`src/rtl/id_ex_skid_reg.sv`:
```
// rtl/id_ex_skid_reg.sv - ID/EX pipeline register with valid/ready handshake, skid entry, flush and bubble counter
module id_ex_skid_reg #(
    parameter int DATA_W = 8,
    parameter int ADDR_W = 3,
    parameter int PC_W   = 8,
    parameter int CTRL_W = 5,
    parameter int CNT_W  = 16
) (
    input  logic              clk,
    input  logic              reset,
    input  logic              in_valid,
    output logic              in_ready,
    input  logic              flush,
    input  logic [CTRL_W-1:0] ctrl_in,
    input  logic [DATA_W-1:0] data1_in,
    input  logic [DATA_W-1:0] imm_in,
    input  logic [ADDR_W-1:0] src_addr_in,
    input  logic [ADDR_W-1:0] wr_addr_in,
    input  logic [PC_W-1:0]   pc_in,
    output logic              out_valid,
    input  logic              out_ready,
    output logic [CTRL_W-1:0] ctrl_out,
    output logic [DATA_W-1:0] data1_out,
    output logic [DATA_W-1:0] imm_out,
    output logic [ADDR_W-1:0] src_addr_out,
    output logic [ADDR_W-1:0] wr_addr_out,
    output logic [PC_W-1:0]   pc_out,
    output logic [CNT_W-1:0]  bubble_cnt
);

    localparam int PKT_W = CTRL_W + 2*DATA_W + 2*ADDR_W + PC_W;

    typedef enum logic [1:0] {
        S_EMPTY = 2'd0,
        S_ONE   = 2'd1,
        S_TWO   = 2'd2
    } state_t;

    state_t             r_state;
    state_t             w_state_nx;
    logic               r_in_ready;
    logic [PKT_W-1:0]   r_main;
    logic [PKT_W-1:0]   r_skid;
    logic [CNT_W-1:0]   r_bubble_cnt;

    logic               w_main_valid;
    logic               w_accept;
    logic               w_pop;
    logic               w_load_main_in;
    logic               w_load_main_skid;
    logic               w_load_skid;
    logic [PKT_W-1:0]   w_pkt_in;
    logic [CTRL_W-1:0]  w_main_ctrl;

    assign w_pkt_in     = {ctrl_in, data1_in, imm_in, src_addr_in, wr_addr_in, pc_in};
    assign w_main_valid = (r_state != S_EMPTY);
    assign w_accept     = in_valid && r_in_ready;
    assign w_pop        = w_main_valid && out_ready;

    always_comb begin
        w_state_nx       = r_state;
        w_load_main_in   = 1'b0;
        w_load_main_skid = 1'b0;
        w_load_skid      = 1'b0;
        case (r_state)
            S_EMPTY: begin
                if (w_accept) begin
                    w_state_nx     = S_ONE;
                    w_load_main_in = 1'b1;
                end
            end
            S_ONE: begin
                if (w_pop && w_accept) begin
                    w_load_main_in = 1'b1;
                end else if (w_pop) begin
                    w_state_nx = S_EMPTY;
                end else if (w_accept) begin
                    w_state_nx  = S_TWO;
                    w_load_skid = 1'b1;
                end
            end
            S_TWO: begin
                if (w_pop) begin
                    w_state_nx       = S_ONE;
                    w_load_main_skid = 1'b1;
                end
            end
            default: w_state_nx = S_EMPTY;
        endcase
        // Squash wins: held and incoming instructions are dropped, data regs keep stale values
        if (flush) begin
            w_state_nx       = S_EMPTY;
            w_load_main_in   = 1'b0;
            w_load_main_skid = 1'b0;
            w_load_skid      = 1'b0;
        end
    end

    always_ff @(posedge clk) begin
        if (!reset) begin
            r_state      <= S_EMPTY;
            r_in_ready   <= 1'b1;
            r_main       <= '0;
            r_skid       <= '0;
            r_bubble_cnt <= '0;
        end else begin
            r_state    <= w_state_nx;
            r_in_ready <= (w_state_nx != S_TWO);
            if (w_load_main_in) begin
                r_main <= w_pkt_in;
            end else if (w_load_main_skid) begin
                r_main <= r_skid;
            end
            if (w_load_skid) begin
                r_skid <= w_pkt_in;
            end
            if (!w_main_valid && (r_bubble_cnt != '1)) begin
                r_bubble_cnt <= r_bubble_cnt + CNT_W'(1);
            end
        end
    end

    assign {w_main_ctrl, data1_out, imm_out, src_addr_out, wr_addr_out, pc_out} = r_main;

    assign in_ready   = r_in_ready;
    assign out_valid  = w_main_valid;
    assign ctrl_out   = w_main_valid ? w_main_ctrl : '0;
    assign bubble_cnt = r_bubble_cnt;

endmodule

```
`config.mk`:
```
export PLATFORM = sky130hd
export DESIGN_NAME = id_ex_skid_reg
export DESIGN_NICKNAME = d
export VERILOG_FILES = /design/src/rtl/id_ex_skid_reg.sv
export SDC_FILE = /design/constraint.sdc
export NUM_CORES = 1
export LEC_CHECK = 0
export ABC_AREA = 1
export BUFFER_PORTS_ARGS = -buffer_cell sky130_fd_sc_hd__buf_2
export CAP_MARGIN = 30
export CORE_MARGIN = 2
export CORE_UTILIZATION = 54
export CTS_CLUSTER_DIAMETER = 80
export DETAILED_ROUTE_END_ITERATION = 8
export HOLD_SLACK_MARGIN = 0.06
export PLACE_DENSITY = 0.82
export SLEW_MARGIN = 20
export SYNTH_ARGS = -nofsm -noshare
export SYNTH_HDL_FRONTEND = slang
export SYNTH_SLANG_ARGS = --single-unit
```
`constraint.sdc`:
```
create_clock -name clk -period 2 [get_ports clk]
set_input_delay 0.2 -clock clk [delete_from_list [all_inputs] [get_ports clk]]
set_output_delay 0.2 -clock clk [all_outputs]
set_load 0.005 [all_outputs]
```
==> metrics.yaml <==
outcome: "completed"
cts_made_buffers: 9
wl_per_cell_um: 14.7
ios: 93
synth_edf_count: 0
cts_tree: "built"
grt_pass1_wl_um: 17100
yosys.area.top_type: "dfxtp_1"
synth_top_cells_by_count: "99 x nor2_1, 89 x dfxtp_1, 80 x nand3_1"
p_comb_share_pct: 10.8
synthCells: 561
synth_area_um2: 4280
power_frac_seq_pct: 55.5
synth_warnings: 0
post_cts_buffers: 0
maxCapViolCount: 0
clockBufferDepth: 2
path_max_fanout: 36
synth.yosys.seq_area_share_pct: 41.6
antenna_cells: 0
place_congestion: 0.918
fin_nets: 647
worstReg2RegEnd: "r_main[15]"
vias: 4049
cts_resized: 0
fin_crit_sh_pct: 85.8
grt.total_usage_pct: 24.4
intPower_mw: 2.43
setup_viol: 0
clock.fmax_mhz: 583
first_pass_iters: 7
die_h_um: 93.0
hold_end: "r_skid[11]"
synth_cell_types: 31
dp_hpwl_um: 6990
cp.arrival_ns: 1.95
p_clk_share_pct: 33.7
final_core_util_pct: 60.9
synth_top_cell_area_share_pct: 41.6
p_per_area_nw_per_um2: 720
fill_cells: 723
synthArstFlopShare_pct: 0
switching_power_mw: 0.940
layout-drive-gt1-share_pct: 22.7
ys.flop_type: "dfxtp_1"
worstPathRequired_ns: 2.23
whs_path_depth: 3
htreeDepth: 3
worst-slew-pin-transition_ns: 0.604
area.growth.synth_to_final_pct: 9.41
end_kind: "flip-flop"
clock_latency_ns: 0.36
r2r-start: "in_ready"
drtIter0Drc: 335
reg2reg_depth: 6
port_buffers: 92
clk_pin_slew_ns: 0.09
viasPerCell: 5.68
overflow: 0
relSlewSlack_pct: 59.6
antenna_found_initial: 0
drc: 0
vdd_drop_max_uv: 382
cts.sinks: 89
min_from: "src_addr_in[0]"
core_um2: 7690
synthMostInstantiatedCell: "nor2_1"
leakagePower_nw: 1.83
fin_tns_setup_ns: 0
timing_worst_setup_path_type: "reg -> reg"
rsz0062_at_grt: "false"
ys_seq_elements: 89
drt-total-wl_um: 10500
r2r_setup_slack_ns: 0.28
antenna_left: 0
fin_skew_ns: 0.0177
initial_core_util_pct: 55.7
die_w_um: 93.0
root_buffer: "clkbuf_8"
grt_pass1_vias: 3693
rows: 32
synth_nets: 602
synthTopCellsByArea: "dfxtp_1 42%, nand3_1 9.4%, nor2_1 8.7%"
hold_viol: 0
holdWs_ns: 0.113
hp-class: "in -> reg"
swShare_pct: 27.9
ctsHoldBuffers: 0
grt_max_degree: 42
min_period_ns: 1.72
worstSetupStartpointType: "flip-flop"
die_area_um2: 8650
syn_area_per_cell_um2: 7.63
slew_violations: 0
==> registers in the layout, indices dropped and copies added, names as in the netlist <==
signal / flops
bubble_cnt: 16
in_ready: 1
r_main: 35
r_skid: 35
r_state: 2
==> placed cells by master (no fill, tap or decap), types with 2 or more instances in the layout <==
cell type    n
a21oi_1     13
xnor2_1      2
nand3_1     80
inv_6        2
inv_2        4
inv_1       17
nand2_2      3
clkinv_4     2
buf_2       92
dfxtp_1     89
nor2_4       2
a31oi_1     35
nor2_2       3
buf_4       11
nand2_1     51
clkinvlp_4   2
nand4_1     40
o21ai_0     36
nor2_8       2
nor2_1      99
clkbuf_8     9
xor2_1       4
==> worst max-delay path by stage <==
stage | startpoint | to
5_1_grt | in_ready | r_main[15]
3_5_place_dp | r_state[1] | r_main[32]
6_report | in_ready | r_main[15]
4_1_cts | r_state[1] | r_main[13]
3_3_place_gp | r_state[1] | r_main[25]
2_1_floorplan | bubble_cnt[0] | bubble_cnt[11]
==> area by class of cell <==
type / count / area [um2] / area share (%)
clock inverter: 6 / 50.0 / 1.07
tap: 102 / 128 / 2.73
multi-input combinational: 381 / 1950 / 41.7
sequential: 89 / 1780 / 38.0
clock buffer: 10 / 128 / 2.73
inverter: 21 / 78.8 / 1.68
timing repair buffer: 104 / 563 / 12.0
==> power groups by stage <==
stage | combinational (mW) | clock, mW | sequential (mW)
2_1_floorplan | 0.278 | 0 | 1.90
3_3_place_gp | 0.346 | 0 | 1.91
3_5_place_dp | 0.358 | 0 | 1.91
4_1_cts | 0.360 | 1.14 | 1.87
5_1_grt | 0.402 | 1.23 | 1.88
6_report | 0.363 | 1.14 | 1.87
==> layer usage <==
layer,routed length (um),up-vias,track usage (%),share of wire [%]
met2,4910,196,38.6,47
met5,0,-,0,0
met4,176,0,9.19,1.7
li1,-,1988,-,-
met3,900,20,5.32,8.6
met1,4520,1845,32.6,43
==> through the flow <==
stage / setup WS, ns / total power [mW] / cells / cell area [um2]
5_1_grt: 0.110 / 3.51 / 713 / 4680
3_5_place_dp: 0.306 / 2.27 / 697 / 4510
4_1_cts: 0.289 / 3.37 / 713 / 4680
3_3_place_gp: 0.380 / 2.26 / 697 / 4510
6_report: 0.284 / 3.37 / 713 / 4680
2_1_floorplan: 0.521 / 2.17 / 561 / 4280
==> worst max-delay path, cell delays in order, from the launching register on <==
cell	delay, ns
dfxtp_1	0.37
nand2_2	0.12
nor2_8	0.11
buf_4	0.37
nand2_4	0.33
nand3_1	0.18
a31oi_1	0.09
==> logic make-up after synthesis <==
family / after synthesis / synth area share [%]
AOI/OAI and AO/OA: 88 / 12.0
xor gates and xnor gates: 6 / 1.23
adders and majority gates: 1 / 0.292
buffers and inverters: 91 / 12.7
DFF: 89 / 41.6
and+or+nand+nor: 286 / 32.2
Note: power is estimated with default switching activity, not from simulation.
